==> config.mk <==
export PLATFORM = sky130hd
export DESIGN_NAME = vga_timing_gen_flat
export DESIGN_NICKNAME = d
export VERILOG_FILES = /design/src/rtl/vga_timing_pkg.sv /design/src/rtl/vga_timing_gen_if.sv /design/src/rtl/vga_delay_line.sv /design/src/rtl/vga_timing_gen.sv /design/src/flat_wrapper.sv
export SDC_FILE = /design/constraint.sdc
export NUM_CORES = 1
export LEC_CHECK = 0
export ABC_AREA = 1
export CAP_MARGIN = 20
export CORE_UTILIZATION = 46
export CTS_BUF_LIST = sky130_fd_sc_hd__clkbuf_8 sky130_fd_sc_hd__clkbuf_16
export DETAILED_ROUTE_END_ITERATION = 6
export HOLD_SLACK_MARGIN = 0.12
export PLACE_DENSITY = 0.68
export SLEW_MARGIN = 10
export SYNTH_ARGS = -nofsm -noshare
export SYNTH_HDL_FRONTEND = slang
export SYNTH_SLANG_ARGS = --single-unit
==> constraint.sdc <==
create_clock -name vga_clk -period 2.75 [get_ports vga_clk]
set_input_delay 0.275 -clock vga_clk [delete_from_list [all_inputs] [get_ports vga_clk]]
set_output_delay 0.275 -clock vga_clk [all_outputs]
set_load 0.05 [all_outputs]
==> src/rtl/vga_timing_pkg.sv <==
// vga_timing_pkg
//   Shared timing definitions for the raster generator: named timing sets for
//   the common modes, a line/frame total helper and a parameter legality check
//   evaluated at elaboration time by vga_timing_gen.
package vga_timing_pkg;

  // One complete mode description; pclk_khz documents the pixel clock the
  // mode expects from the top-level clock wizard.
  typedef struct packed {
    int unsigned h_active;
    int unsigned h_fp;
    int unsigned h_sync;
    int unsigned h_bp;
    int unsigned v_active;
    int unsigned v_fp;
    int unsigned v_sync;
    int unsigned v_bp;
    int unsigned pclk_khz;
  } timing_t;

  localparam timing_t XGA_1024x768_60 = '{
    h_active: 1024, h_fp: 24, h_sync: 136, h_bp: 160,
    v_active: 768,  v_fp: 3,  v_sync: 6,   v_bp: 29,
    pclk_khz: 65000
  };

  localparam timing_t VGA_640x480_60 = '{
    h_active: 640, h_fp: 16, h_sync: 96, h_bp: 48,
    v_active: 480, v_fp: 10, v_sync: 2,  v_bp: 33,
    pclk_khz: 25175
  };

  // Total count of one line (or one frame in lines): sync + bp + active + fp.
  function automatic int unsigned span_total(input int unsigned sync_w,
                                             input int unsigned bp,
                                             input int unsigned active,
                                             input int unsigned fp);
    return sync_w + bp + active + fp;
  endfunction

  // True when every field is non-zero, both totals fit in cw bits and the
  // output pipeline has at least one stage.
  function automatic bit timing_legal(input int unsigned h_active,
                                      input int unsigned h_fp,
                                      input int unsigned h_sync,
                                      input int unsigned h_bp,
                                      input int unsigned v_active,
                                      input int unsigned v_fp,
                                      input int unsigned v_sync,
                                      input int unsigned v_bp,
                                      input int unsigned cw,
                                      input int unsigned pipe_dly);
    longint unsigned lim;
    bit ok;
    lim = longint'(64'd1) << cw;
    ok = (h_active != 0) && (h_fp != 0) && (h_sync != 0) && (h_bp != 0) &&
         (v_active != 0) && (v_fp != 0) && (v_sync != 0) && (v_bp != 0) &&
         (pipe_dly >= 1) && (cw >= 1) && (cw < 32);
    if (longint'(span_total(h_sync, h_bp, h_active, h_fp)) >= lim) ok = 1'b0;
    if (longint'(span_total(v_sync, v_bp, v_active, v_fp)) >= lim) ok = 1'b0;
    return ok;
  endfunction

endpackage

==> src/rtl/vga_timing_gen_if.sv <==
// vga_timing_gen_if
//   Control and raster-output bundle of vga_timing_gen.
//   master : the generator (samples pix_ce/run, drives sync/enable/position)
//   slave  : a downstream pixel pipeline consuming the raster
//   Signals: pix_ce, run (control in); vga_hs, vga_vs, en, hc, vc, sol, sof,
//   frame_cnt (raster out).
interface vga_timing_gen_if #(
  parameter int CW  = 12,
  parameter int FCW = 8
);
  logic           pix_ce;
  logic           run;
  logic           vga_hs;
  logic           vga_vs;
  logic           en;
  logic [CW-1:0]  hc;
  logic [CW-1:0]  vc;
  logic           sol;
  logic           sof;
  logic [FCW-1:0] frame_cnt;

  modport master (
    input  pix_ce, run,
    output vga_hs, vga_vs, en, hc, vc, sol, sof, frame_cnt
  );

  modport slave (
    output pix_ce, run,
    input  vga_hs, vga_vs, en, hc, vc, sol, sof, frame_cnt
  );
endinterface

==> src/rtl/vga_delay_line.sv <==
// vga_delay_line
//   WIDTH x DEPTH shift register advanced by a clock-enable.
//   clk     : clock
//   rst     : synchronous reset, active-low; loads rst_val into every stage
//   ce      : shift enable
//   rst_val : value every stage takes in reset
//   d / q   : input / output after DEPTH enabled cycles
module vga_delay_line #(
  parameter int WIDTH = 8,
  parameter int DEPTH = 1
) (
  input  logic             clk,
  input  logic             rst,
  input  logic             ce,
  input  logic [WIDTH-1:0] rst_val,
  input  logic [WIDTH-1:0] d,
  output logic [WIDTH-1:0] q
);

  // Newest sample lives in the low slice, oldest in the high slice.
  logic [DEPTH*WIDTH-1:0] chain_q;
  logic [DEPTH*WIDTH-1:0] chain_d;

  generate
    if (DEPTH == 1) begin : g_single
      assign chain_d = d;
    end else begin : g_multi
      assign chain_d = {chain_q[(DEPTH-1)*WIDTH-1:0], d};
    end
  endgenerate

  // NOTE: every stage is reset, not just the last one: any stage left holding
  // stale data would surface on q a few enabled cycles after reset.
  always_ff @(posedge clk) begin
    if (!rst) begin
      chain_q <= {DEPTH{rst_val}};
    end else if (ce) begin
      chain_q <= chain_d;
    end
  end

  assign q = chain_q[DEPTH*WIDTH-1 -: WIDTH];

endmodule

==> src/rtl/vga_timing_gen.sv <==
// vga_timing_gen
//   Parametrised raster timing generator running on an external pixel clock
//   with clock-enable. Line order from count 0: sync, back porch, active,
//   front porch. Decoded sync/enable/position go through a PIPE_DLY-stage
//   delay line so outputs align with downstream fetch latency.
//   vga_clk : pixel clock
//   rst     : synchronous reset, active-low
//   bus     : vga_timing_gen_if master (pix_ce, run in; raster out)
module vga_timing_gen
  import vga_timing_pkg::*;
#(
  parameter int H_ACTIVE = 1024,
  parameter int H_FP     = 24,
  parameter int H_SYNC   = 136,
  parameter int H_BP     = 160,
  parameter int V_ACTIVE = 768,
  parameter int V_FP     = 3,
  parameter int V_SYNC   = 6,
  parameter int V_BP     = 29,
  parameter bit HS_POL   = 1'b0,
  parameter bit VS_POL   = 1'b0,
  parameter int CW       = 12,
  parameter int PIPE_DLY = 1,
  parameter int FCW      = 8
) (
  input  logic vga_clk,
  input  logic rst,
  vga_timing_gen_if.master bus
);

  localparam int H_TOTAL = int'(span_total(H_SYNC, H_BP, H_ACTIVE, H_FP));
  localparam int V_TOTAL = int'(span_total(V_SYNC, V_BP, V_ACTIVE, V_FP));
  localparam bit CFG_OK  = timing_legal(H_ACTIVE, H_FP, H_SYNC, H_BP,
                                        V_ACTIVE, V_FP, V_SYNC, V_BP,
                                        CW, PIPE_DLY);

  generate
    if (!CFG_OK) begin : g_cfg_err
      $error("vga_timing_gen: illegal timing parameters");
    end
  endgenerate

  localparam logic [CW-1:0] H_LAST      = CW'(H_TOTAL - 1);
  localparam logic [CW-1:0] V_LAST      = CW'(V_TOTAL - 1);
  localparam logic [CW-1:0] H_SYNC_END  = CW'(H_SYNC);
  localparam logic [CW-1:0] V_SYNC_END  = CW'(V_SYNC);
  localparam logic [CW-1:0] H_ACT_BEG   = CW'(H_SYNC + H_BP);
  localparam logic [CW-1:0] V_ACT_BEG   = CW'(V_SYNC + V_BP);
  localparam logic [CW-1:0] H_ACT_END   = CW'(H_SYNC + H_BP + H_ACTIVE);
  localparam logic [CW-1:0] V_ACT_END   = CW'(V_SYNC + V_BP + V_ACTIVE);

  // Bundled stage layout: {hs, vs, en, sol, sof, hc, vc}.
  localparam int DW = 5 + 2 * CW;
  localparam logic [DW-1:0] INACTIVE = {~HS_POL, ~VS_POL, 3'b000, {(2*CW){1'b0}}};

  logic [CW-1:0]  hcnt;
  logic [CW-1:0]  vcnt;
  logic [FCW-1:0] frame_cnt_q;

  // NOTE: sequential state uses non-blocking assignments so every register
  // samples pre-edge values regardless of process evaluation order.
  always_ff @(posedge vga_clk) begin
    if (!rst) begin
      hcnt        <= '0;
      vcnt        <= '0;
      frame_cnt_q <= '0;
    end else if (bus.pix_ce) begin
      if (!bus.run) begin
        hcnt        <= '0;
        vcnt        <= '0;
        frame_cnt_q <= '0;
      end else if (hcnt == H_LAST) begin
        hcnt <= '0;
        if (vcnt == V_LAST) begin
          vcnt        <= '0;
          frame_cnt_q <= frame_cnt_q + FCW'(1);
        end else begin
          vcnt <= vcnt + CW'(1);
        end
      end else begin
        hcnt <= hcnt + CW'(1);
      end
    end
  end

  logic          hs_a, vs_a, h_act, v_act, act, sol_a, sof_a;
  logic [CW-1:0] hc_a, vc_a;
  logic [DW-1:0] stage_d;
  logic [DW-1:0] stage_q;

  assign hs_a  = hcnt < H_SYNC_END;
  assign vs_a  = vcnt < V_SYNC_END;
  assign h_act = (hcnt >= H_ACT_BEG) && (hcnt < H_ACT_END);
  assign v_act = (vcnt >= V_ACT_BEG) && (vcnt < V_ACT_END);
  assign act   = h_act && v_act;
  assign sol_a = act && (hcnt == H_ACT_BEG);
  assign sof_a = sol_a && (vcnt == V_ACT_BEG);
  assign hc_a  = act ? hcnt - H_ACT_BEG : '0;
  assign vc_a  = act ? vcnt - V_ACT_BEG : '0;

  // While stopped the counters sit at 0, which decodes as sync-asserted;
  // feed the inactive vector instead so the pipeline flushes to idle.
  // NOTE: the default assignment first keeps this combinational block from
  // inferring a latch on any path that skips the if.
  always_comb begin
    stage_d = INACTIVE;
    if (bus.run) begin
      stage_d = {hs_a ? HS_POL : ~HS_POL, vs_a ? VS_POL : ~VS_POL,
                 act, sol_a, sof_a, hc_a, vc_a};
    end
  end

  vga_delay_line #(
    .WIDTH (DW),
    .DEPTH (PIPE_DLY)
  ) u_out_dly (
    .clk     (vga_clk),
    .rst     (rst),
    .ce      (bus.pix_ce),
    .rst_val (INACTIVE),
    .d       (stage_d),
    .q       (stage_q)
  );

  assign {bus.vga_hs, bus.vga_vs, bus.en, bus.sol, bus.sof, bus.hc, bus.vc} = stage_q;
  assign bus.frame_cnt = frame_cnt_q;

endmodule

==> src/flat_wrapper.sv <==
// flat-port wrapper written by rule: the top's interface ports become plain ports
module vga_timing_gen_flat import vga_timing_pkg::*;
#(
  parameter int H_ACTIVE = 1024,
  parameter int H_FP     = 24,
  parameter int H_SYNC   = 136,
  parameter int H_BP     = 160,
  parameter int V_ACTIVE = 768,
  parameter int V_FP     = 3,
  parameter int V_SYNC   = 6,
  parameter int V_BP     = 29,
  parameter bit HS_POL   = 1'b0,
  parameter bit VS_POL   = 1'b0,
  parameter int CW       = 12,
  parameter int PIPE_DLY = 1,
  parameter int FCW      = 8
)
  (vga_clk, rst, bus_pix_ce, bus_run, bus_vga_hs, bus_vga_vs, bus_en, bus_hc, bus_vc, bus_sol, bus_sof, bus_frame_cnt);
  vga_timing_gen_if #(.CW(CW), .FCW(FCW)) bus_i ();
  input  logic vga_clk;
  input  logic rst;
  input wire logic [$bits(bus_i.pix_ce)-1:0] bus_pix_ce;
  input wire logic [$bits(bus_i.run)-1:0] bus_run;
  output wire logic [$bits(bus_i.vga_hs)-1:0] bus_vga_hs;
  output wire logic [$bits(bus_i.vga_vs)-1:0] bus_vga_vs;
  output wire logic [$bits(bus_i.en)-1:0] bus_en;
  output wire logic [$bits(bus_i.hc)-1:0] bus_hc;
  output wire logic [$bits(bus_i.vc)-1:0] bus_vc;
  output wire logic [$bits(bus_i.sol)-1:0] bus_sol;
  output wire logic [$bits(bus_i.sof)-1:0] bus_sof;
  output wire logic [$bits(bus_i.frame_cnt)-1:0] bus_frame_cnt;
  assign bus_i.pix_ce = bus_pix_ce;
  assign bus_i.run = bus_run;
  assign bus_vga_hs = bus_i.vga_hs;
  assign bus_vga_vs = bus_i.vga_vs;
  assign bus_en = bus_i.en;
  assign bus_hc = bus_i.hc;
  assign bus_vc = bus_i.vc;
  assign bus_sol = bus_i.sol;
  assign bus_sof = bus_i.sof;
  assign bus_frame_cnt = bus_i.frame_cnt;
  vga_timing_gen #(.H_ACTIVE(H_ACTIVE), .H_FP(H_FP), .H_SYNC(H_SYNC), .H_BP(H_BP), .V_ACTIVE(V_ACTIVE), .V_FP(V_FP), .V_SYNC(V_SYNC), .V_BP(V_BP), .HS_POL(HS_POL), .VS_POL(VS_POL), .CW(CW), .PIPE_DLY(PIPE_DLY), .FCW(FCW)) u_core (.vga_clk(vga_clk), .rst(rst), .bus(bus_i));
endmodule
=== Yosys cells after proc, flatten, opt, wreduce, memory -nomap -nowiden ===
Index checks and enable logic that the tools add are counted.

* Register bits: 61
* Bits in latches: 0
* RAM bits: 0
* Bits in read-only memories: 0
* Logic and storage cells: 41
* Memories: 0

* $add $sub $neg: 5
* Multipliers: 0
* Div/mod/pow operators: 0
* Magnitude comparators: 6
* Equal/unequal tests: 6
* Shift-type cells: 0
* Muxes and demuxes: 13
* Bitwise gates (word level): 0
* Reduce and logical (&&, ||, !) cells: 7

{| class="wikitable"
|+ Operators by type and width
! cell !! count
|-
| 2-to-1 mux 12 bit || 7
|-
| 2-to-1 mux 29 bit || 1
|-
| adder 12 x 1 -> 12 bit (second input constant) || 2
|-
| 2-to-1 mux 8 bit || 3
|-
| == test 12 x 10 -> 1 bit (second input constant) || 1
|-
| == test 12 x 11 -> 1 bit (second input constant) || 1
|-
| == test 12 x 6 -> 1 bit (second input constant) || 1
|-
| == test 12 x 9 -> 1 bit (second input constant) || 1
|-
| >= comparator 12 x 6 -> 1 bit (second input constant) || 1
|-
| >= comparator 12 x 9 -> 1 bit (second input constant) || 1
|-
| < comparator 12 x 10 -> 1 bit (second input constant) || 1
|-
| < comparator 12 x 11 -> 1 bit (second input constant) || 1
|-
| < comparator 12 x 3 -> 1 bit (second input constant) || 1
|-
| < comparator 12 x 8 -> 1 bit (second input constant) || 1
|-
| subtractor 12 x 6 -> 12 bit (second input constant) || 1
|-
| subtractor 12 x 9 -> 12 bit (second input constant) || 1
|-
| adder 8 x 1 -> 8 bit (second input constant) || 1
|-
| logical AND 1 bit || 5
|-
| inequality test 2 x 1 -> 1 bit (second input constant) || 2
|-
| AND reduction 3 bit || 1
|-
| 2-to-1 mux 1 bit || 2
|-
| AND reduction 2 bit || 1
|}

=== Logic depth before layout (Yosys ltp) ===
Gate-level depths: netlist (run 1).

* Depth after elaboration: 6
* Depth in mapped cells: 12

=== Modules after synthesis ===
Synthesis (run 1) repeated with hierarchy kept, for this count alone.

* Cell total of the unflattened synthesis: 539
* Area, all modules: 3776.1 µm²

{| class="wikitable"
|+ Modules (own cells, without submodules)
! module !! times used !! cells an instance !! area each (µm²) !! seq. area each (µm²)
|-
| vga_timing_gen || 1 || 414 || 2531.2 || 640.6
|-
| vga_delay_line || 1 || 125 || 1244.9 || 870.8
|}

=== Worst setup path before layout (run 1) ===
No wires, ideal clock.

* Path type: reg-to-reg
* Start: register u_core.frame_cnt_q[0], in the netlist u_core.bus.frame_cnt[0]
* End: register u_core.frame_cnt_q[6], in the netlist u_core.bus.frame_cnt[6]
* Library setup time: 0.071 ns
* Arrival: 1.642 ns
* Slack: 1.036 ns
* Cell stages (with the launch flop): 9
* Clock period less this slack: 1.714 ns
* Cells stage by stage: dfxtp_1 ha_1 nand2_1 nor2_1 nand2_1 xor2_1 nor2_1 nand2_1 a21oi_1

* Longest elaborated chain between the ends: 4

{| class="wikitable"
|+ Ends and longest elaborated chain
! what !! line !! source
|-
| start, declared || vga_timing_gen.sv:58 || <nowiki>logic [FCW-1:0] frame_cnt_q;</nowiki>
|-
| start signal, assigned || vga_timing_gen.sv:76 || <nowiki>frame_cnt_q <= frame_cnt_q + FCW'(1);</nowiki>
|-
| adder 8 x 1 -> 8 bit || vga_timing_gen.sv:76 ||
|-
| 2-to-1 mux 8 bit || vga_timing_gen.sv:74 || <nowiki>if (vcnt == V_LAST) begin</nowiki>
|-
| 2-to-1 mux 8 bit || vga_timing_gen.sv:72 || <nowiki>end else if (hcnt == H_LAST) begin</nowiki>
|-
| 2-to-1 mux 8 bit || vga_timing_gen.sv:68 || <nowiki>if (!bus.run) begin</nowiki>
|}

No other way between the ends. The select of a mux whose other input is x is not followed.
A chain may end at the register's enable or synchronous reset.

=== Worst setup path after layout (run 1) ===
* Start: register u_core.vcnt[0]
* End: register u_core.u_out_dly.chain_q[2], in the netlist u_core.u_out_dly.q[2]

* Longest elaborated chain between the ends: 5
* Elaborated cells between the ends (all ways): 7

{| class="wikitable"
|+ Ends and longest elaborated chain
! what !! line !! source
|-
| start, declared || vga_timing_gen.sv:57 || <nowiki>logic [CW-1:0] vcnt;</nowiki>
|-
| start signal, assigned || vga_timing_gen.sv:78 || <nowiki>vcnt <= vcnt + CW'(1);</nowiki>
|-
| >= comparator 12 x 6 -> 1 bit or < comparator 12 x 10 -> 1 bit (tied branches) || vga_timing_gen.sv:94 || <nowiki>assign v_act = (vcnt >= V_ACT_BEG) && (vcnt < V_ACT_END);</nowiki>
|-
| logical AND 1 bit || vga_timing_gen.sv:94 ||
|-
| logical AND 1 bit || vga_timing_gen.sv:95 || <nowiki>assign act = h_act && v_act;</nowiki>
|-
| 2-to-1 mux 12 bit * || vga_timing_gen.sv:99 || <nowiki>assign vc_a = act ? vcnt - V_ACT_BEG : '0;</nowiki>
|-
| 2-to-1 mux 29 bit * || vga_timing_gen.sv:107 || <nowiki>if (bus.run) begin</nowiki>
|-
| end signal, assigned || vga_delay_line.sv:36 || <nowiki>chain_q <= {DEPTH{rst_val}};</nowiki>
|-
| end signal, assigned || vga_delay_line.sv:38 || <nowiki>chain_q <= chain_d;</nowiki>
|-
| end, declared || vga_delay_line.sv:21 || <nowiki>logic [DEPTH*WIDTH-1:0] chain_q;</nowiki>
|}

Every way passes the cells marked *; elsewhere a longest branch is shown, timed or not.

==> flow_summary_export.csv, run 1 <==
group,metric,value,unit
timing,fmax,485,MHz
clocking,post_cts_resized,0,
setup_path,worst-path-max-fanout,26,
logic_synthesis,synth-edff-count,0,
layout,layout-drive-gt1-share,17.5,%
logic_synthesis,yosys.area_share.simple,34.5,%
floorplanning,row_count,30,
layout,multi_input_area,0.00183,mm2
timing,clock_skew,0.00900,ns
route,vias_per_cell,5.04,
timing,rsz0062_at_grt,"false",
setup_path,startpoint,"u_core.vcnt[0]$_SDFFE_PN0P_",
floorplanning,start_util,48.4,%
logic_synthesis,synth_area,0.00334,mm2
place,post-dp-hpwl,6130,um
timing,finalSetupTns,0,ns
floorplanning,die-area,0.00762,mm2
logic_synthesis,synthDistinctLibCells,37,
clocking,numCtsBuffers,9,
clocking,cts_htree_levels,3,
layout,area_growth,19.3,%
flow_run,max_cap_viol_count,0,
logic_synthesis,synth_compound_area_share,12.9,%
logic_synthesis,synth_mux_area_share,0,%
pwr,ir_drop,0.000244,V
logic_synthesis,synthMostInstantiatedCell,"nand2_1",
pwr,finalPower,0.00185,W
clocking,cts_tree,"yes",
pwr,total_leakage_power,1.50,nW
layout,utilization,57.8,%
setup_path,r2r_setup_slack,0.69,ns
setup_path,endpoint,"u_core.u_out_dly.q[2]$_SDFFE_PN0P_",
logic_synthesis,synth_commonest_cells,"nand2_1, dfxtp_1, nor2_1",
setup_path,r2r-start,"u_core.vcnt[0]$_SDFFE_PN0P_",
global_routing,grt_max_degree,29,
place,gp_congestion,0.925,
logic_synthesis,synth.top_cells.by_area,"dfxtp_1, nand2_1, nand2_2",
pwr,power_density,463,mW/mm2
timing,tightest_slew,0.517,ns
layout,diodes,0,
clocking,cts_setup_buffers,0,
timing,final_max_slew_viol_count,0,
logic_synthesis,ys_seq_area_share,36.5,%
logic_synthesis,synth_area_per_cell,7.22,um2
global_routing,grt_pass1_vias,2718,
route,drcViolationCount,0,
clocking,ctsLongestPathBuffers,2,
logic_synthesis,synth-seq-cells,61,
route,ant_nets,0,
logic_synthesis,synth_top_area_share,36.5,%
setup_path,crit_type,"reg -> reg",
timing,finalHoldViolCount,0,
setup_path,start_kind,"flop",
timing,period_needed,2.06,ns
setup_path,critPathRequiredTime,3.02,ns
global_routing,grt_first_pass_wirelength,13600,um
logic_synthesis,synth_fa_ha_area_share,2.62,%
floorplanning,core_area,0.00691,mm2
timing,post-route-period-util,74.9,%
worst_hold_path,min_path_type,"reg -> reg",
logic_synthesis,async_flop_share,0,%
clocking,clock_latency,0.34,ns
floorplanning,ioPinCount,41,
run_status,outcome,"complete, no violations",
clocking,cts.sinks,61,
route,drt-initial-drc-count,156,
logic_synthesis,ys_dominant_reg_cell,"dfxtp_1",
layout,nNetsFinal,514,
setup_path,critPathArrivalTime,2.33,ns
global_routing,track_usage,23.3,%
setup_path,critical_path.most_common_cell,"nand2_2",
logic_synthesis,yosys_warnings,0,
clocking,ctsRootBufferMaster,"clkbuf_8",
global_routing,antenna_found_initial,0,
setup_path,regToRegEndpoint,"u_core.u_out_dly.q[2]$_SDFFE_PN0P_",
route,dr.pass1.iters,4,
logic_synthesis,synth_top_family_by_area,"simple AND/OR/NAND/NOR gates",
clocking,clk_pin_slew_worst_paths,0.07,ns
setup_path,worst_setup_path_end_kind,"flop",
logic_synthesis,synthesis.nets,474,
clocking,cts-hold-fix-buffers,0,
logic_synthesis,synth_xor_area_share,4.71,%
timing,setup_violations,0,
logic_synthesis,synth_top_area_cell,"dfxtp_1",
logic_synthesis,synth_cells,463,
floorplanning,die_h,87.3,um
setup_path,r2r_cells,10,
setup_path,cp_cell_sequence,"ha_1 > nor2_2 > nand2_2 > nand2_2 > nand2_2 > nand2_2 > nand2_2 > nor2_8 > o21ai_0 > a21oi_1",
global_routing,grt-ovfl-total,0,
place,numPortBuffers,40,
layout,seq_area,0.00122,mm2
route,wl,8280,um
timing,max_slew_margin,65.5,%
layout,fillCellCount,689,
route,wire_per_inst,13.7,um
setup_path,cp_slowest_cell,"nor2_8",
route,vias,3044,
setup_path,critPathMaxStageDelay,0.41,ns
floorplanning,die_w,87.3,um
worst min path at each step:
| stage | from | endpoint | slack (ns) | depth (start not counted) |
|---|---|---|---|---|
| floorplan | u_core.vcnt[10]$_SDFFE_PN0P_ | u_core.vcnt[10]$_SDFFE_PN0P_ | 0.48 | 2 |
| global placement | u_core.u_out_dly.q[10]$_SDFFE_PN0P_ | u_core.u_out_dly.q[10]$_SDFFE_PN0P_ | 0.43 | 2 |
| detailed placement | u_core.u_out_dly.q[10]$_SDFFE_PN0P_ | u_core.u_out_dly.q[10]$_SDFFE_PN0P_ | 0.44 | 2 |
| CTS | u_core.u_out_dly.q[10]$_SDFFE_PN0P_ | u_core.u_out_dly.q[10]$_SDFFE_PN0P_ | 0.45 | 2 |
| global route | u_core.u_out_dly.q[10]$_SDFFE_PN0P_ | u_core.u_out_dly.q[10]$_SDFFE_PN0P_ | 0.49 | 2 |
| finish | u_core.u_out_dly.q[10]$_SDFFE_PN0P_ | u_core.u_out_dly.q[10]$_SDFFE_PN0P_ | 0.44 | 2 |
worst max-delay path: cells and delay by family, from the launching register on:
family	cells	cell delay [ns]
fa+ha+maj	1	0.29
simple gates	7	0.99
flops	1	0.35
compound gates	2	0.36
layout make-up:
class | count | area share, %
Clock inverter | 7 | 2.10
Inverter | 40 | 3.89
Timing Repair Buffer | 47 | 11.4
Clock buffer | 9 | 3.11
Tap cell | 96 | 3.01
Sequential cell | 61 | 30.6
Multi-Input combinational cell | 344 | 45.9
sequential cells by signal, indices dropped and copies added (netlist names):
register	count
u_core.hcnt	12
u_core.u_out_dly.q	29
u_core.bus.frame_cnt	8
u_core.vcnt	12
stage by stage:
stage	std cells	hold slack, ns	area [um2]	setup slack (ns)
5_1_grt	604	0.486	3990	0.523
4_1_cts	604	0.446	3990	0.703
6_report	604	0.444	3990	0.689
3_5_place_dp	588	0.436	3780	0.567
3_3_place_gp	588	0.427	3780	0.657
2_1_floorplan	463	0.479	3340	1.04
cells in the final DEF (no fill, tap or decap), types with 2 or more instances in the layout:
cell type / n
nor2_2: 5
xor2_1: 17
nand2_1: 118
ha_1: 7
nor2_1: 40
a21oi_1: 29
buf_4: 7
clkdlybuf4s50_1: 40
o21ai_0: 11
dfxtp_1: 61
clkbuf_8: 9
inv_2: 8
inv_1: 33
a21oi_2: 20
nor3b_1: 2
nand3_1: 27
nand2_2: 30
nand4_1: 12
bufinv_16: 2
nor3_1: 13
layer usage:
layer	global-route usage, %	wire length, um	vias to the layer above
li1	-	-	1585
met3	3.70	374	8
met1	34.6	4360	1376
met2	33.5	3460	75
met5	0	0	-
met4	8.49	82	0
kinds of logic after synthesis:
group / after synthesis
AND/OR/NAND/NOR: 252
AO/OA/AOI/OAI: 67
flip-flops: 61
buffers and inverters: 58
XOR/XNOR: 18
adder cells (fa/ha/maj): 7
where the power goes:
group / total (W) / internal [W] / leakage [nW] / switching (W)
Combinational: 0.000104 / 0.0000284 / 0.892 / 0.0000759
Clock: 0.000847 / 0.000499 / 0.113 / 0.000348
Sequential: 0.000897 / 0.000889 / 0.492 / 0.00000758
Total: 0.00185 / 0.00142 / 1.50 / 0.000432
(Power assumes the default switching activity.)
==> run 2, diff against run 1 <==
Settings changed: PLACE_DENSITY 0.68 to 0.71.
Clock period 2.75 ns to 1.7 ns, I/O delays scaled along.
==> run 2 against run 1 <==
Design area increased by 13%. Routed wire length up 5.0%. Sequential cell count is the same. Critical path depth is 9 lower. Worst setup slack lost 0.65 ns. Die area stayed put. First-iteration DRC count up 11%. Clock-buffer cell count increased by 1. Via count rose by 9.3%. Non-clock buffer count is 54 higher. Worst hold slack improved by 0.0050 ns. Critical endpoint is now bus_vc[7]. Highest routed layer unchanged.
==> flow_summary_export.csv, run 2 (same netlist as run 1, synthesis figures left out) <==
group,metric,value,unit
route,wl,8690,um
clocking,ctsLongestPathBuffers,2,
route,drcViolationCount,0,
place,numPortBuffers,40,
place,gp_congestion,0.942,
timing,finalSetupTns,0,ns
setup_path,worst-path-max-fanout,2,
place,post-dp-hpwl,6500,um
timing,period_needed,1.66,ns
route,wire_per_inst,13.2,um
setup_path,critPathRequiredTime,1.53,ns
setup_path,cp_slowest_cell,"clkdlybuf4s50_1",
floorplanning,die-area,0.00762,mm2
clocking,cts_htree_levels,3,
clocking,numCtsBuffers,9,
layout,area_growth,35.1,%
layout,layout-drive-gt1-share,31.0,%
setup_path,r2r-start,"u_core.hcnt[0]$_SDFFE_PN0P_",
timing,rsz0062_at_grt,"true",
layout,mostFrequentLayoutCells,"nand2_1, buf_4, dfxtp_1",
global_routing,grt_first_pass_wirelength,14300,um
worst_hold_path,min_path_cells,2,
route,dr.pass1.iters,5,
timing,post-route-period-util,97.5,%
global_routing,grt_pass1_vias,3018,
clocking,cts.sinks,61,
timing,tightest_slew,0.520,ns
timing,clock_skew,0.0103,ns
clocking,clk_pin_slew_worst_paths,0.07,ns
pwr,total_leakage_power,1.99,nW
route,vias_per_cell,5.06,
route,vias,3327,
timing,finalHoldViolCount,0,
pwr,ir_drop,0.000344,V
clocking,ctsRootBufferMaster,"clkbuf_8",
setup_path,worst_setup_path_end_kind,"primary output",
setup_path,start_kind,"flop",
setup_path,crit_type,"reg -> out",
clocking,cts_tree,"yes",
worst_hold_path,min_path_type,"reg -> reg",
setup_path,cp.buffers_inverters,1,
timing,final_max_slew_viol_count,0,
pwr,finalPower,0.00294,W
run_status,outcome,"complete, no violations",
setup_path,regToRegEndpoint,"u_core.bus.frame_cnt[6]$_SDFFE_PN0P_",
pwr,power_density,651,mW/mm2
setup_path,critPathArrivalTime,1.49,ns
setup_path,r2r_setup_slack,0.07,ns
floorplanning,die_h,87.3,um
setup_path,cp_top_family,"buffers and inverters",
floorplanning,start_util,48.4,%
layout,largest_register_ffs,29,
layout,diodes,0,
clocking,cts-hold-fix-buffers,0,
route,drt-initial-drc-count,173,
worst_hold_path,hp-start,"u_core.u_out_dly.q[10]$_SDFFE_PN0P_",
floorplanning,core_area,0.00691,mm2
floorplanning,ioPinCount,41,
setup_path,cp_cell_sequence,"clkdlybuf4s50_1",
global_routing,grt-ovfl-total,0,
route,ant_nets,0,
global_routing,grt_max_degree,34,
worst_hold_path,holdPathEnd,"u_core.u_out_dly.q[10]$_SDFFE_PN0P_",
clocking,clock_latency,0.34,ns
setup_path,r2r_cells,12,
layout,nNetsFinal,568,
layout,final_common_cell,"nand2_1",
setup_path,critPathMaxStageDelay,0.81,ns
global_routing,track_usage,24.2,%
global_routing,antenna_found_initial,0,
floorplanning,row_count,30,
timing,max_slew_margin,65.3,%
floorplanning,die_w,87.3,um
flow_run,max_cap_viol_count,0,
timing,setup_violations,0,
timing,fmax,604,MHz
run 2: cell count changes in the layout (fill, tap and decap cells not counted), moves of 4 or more:
cell / change
nand2_1: -5
clkdlybuf4s50_1: -17
dlymetal6s2s_1: +10
nor2_1: -4
nand2_2: +4
buf_4: +55
dfxtp_1: -11
dfxtp_2: +10
run 2: final cells by class:
type	instances	area [um2]
clock buffer	10	138
inverter	40	155
timing repair buffer	101	912
fill	651	2390
multi-input combinational	344	1900
clock inverter	6	55.1
tap	96	120
sequential	61	1240
run 2: worst max path at each step:
| stage | depth (start not counted) | start | slack, ns | end |
|---|---|---|---|---|
| 2_1_floorplan | 11 | u_core.vcnt[0]$_SDFFE_PN0P_ | 0.11 | u_core.u_out_dly.q[6]$_SDFFE_PN0P_ |
| 3_3_place_gp | 8 | bus_run | -0.08 | u_core.vcnt[3]$_SDFFE_PN0P_ |
| 3_5_place_dp | 10 | bus_run | -0.15 | u_core.u_out_dly.q[3]$_SDFFE_PN0P_ |
| 4_1_cts | 12 | u_core.hcnt[1]$_SDFFE_PN0P_ | -0.01 | u_core.bus.frame_cnt[1]$_SDFFE_PN0P_ |
| 5_1_grt | 12 | u_core.vcnt[1]$_SDFFE_PN0P_ | -0.009 | u_core.u_out_dly.q[11]$_SDFFE_PN0P_ |
| 6_report | 1 | u_core.u_out_dly.q[7]$_SDFFE_PN0P_ | 0.04 | bus_vc[7] |
run 2: per-layer routing:
layer  up-vias  GRT usage (%)  share of wire [%]
met5         -              0                  0
met4         0           8.79                1.4
met3        12           4.83                5.9
met2       102           35.5                 44
met1      1527           35.0                 49
li1       1686              -                  -
run 2: power breakdown:
group	internal [W]	switching [W]
registers	0.00144	0.00000916
clock network	0.000701	0.000572
logic	0.0000812	0.000137
run 2: timing repair:
item | CTS | global route
gates resized for setup | 11 | 34
cloned | 0 | 0
setup buffers | 4 | 3
pin swaps | 3 | 9
endpoints found under the setup margin | 26 | 53
run 2: metrics by stage:
stage | instances | hold WS [ns] | util (%) | instance area [um2] | worst slack, ns
finish | 658 | 0.449 | 65.4 | 4520 | 0.0432
global route | 658 | 0.485 | 65.4 | 4520 | -0.00935
CTS | 655 | 0.448 | 63.7 | 4400 | -0.0100
detailed placement | 635 | 0.438 | 60.0 | 4150 | -0.153
global placement | 635 | 0.425 | 60.0 | 4150 | -0.0802
floorplan | 463 | 0.412 | - | 3350 | 0.105
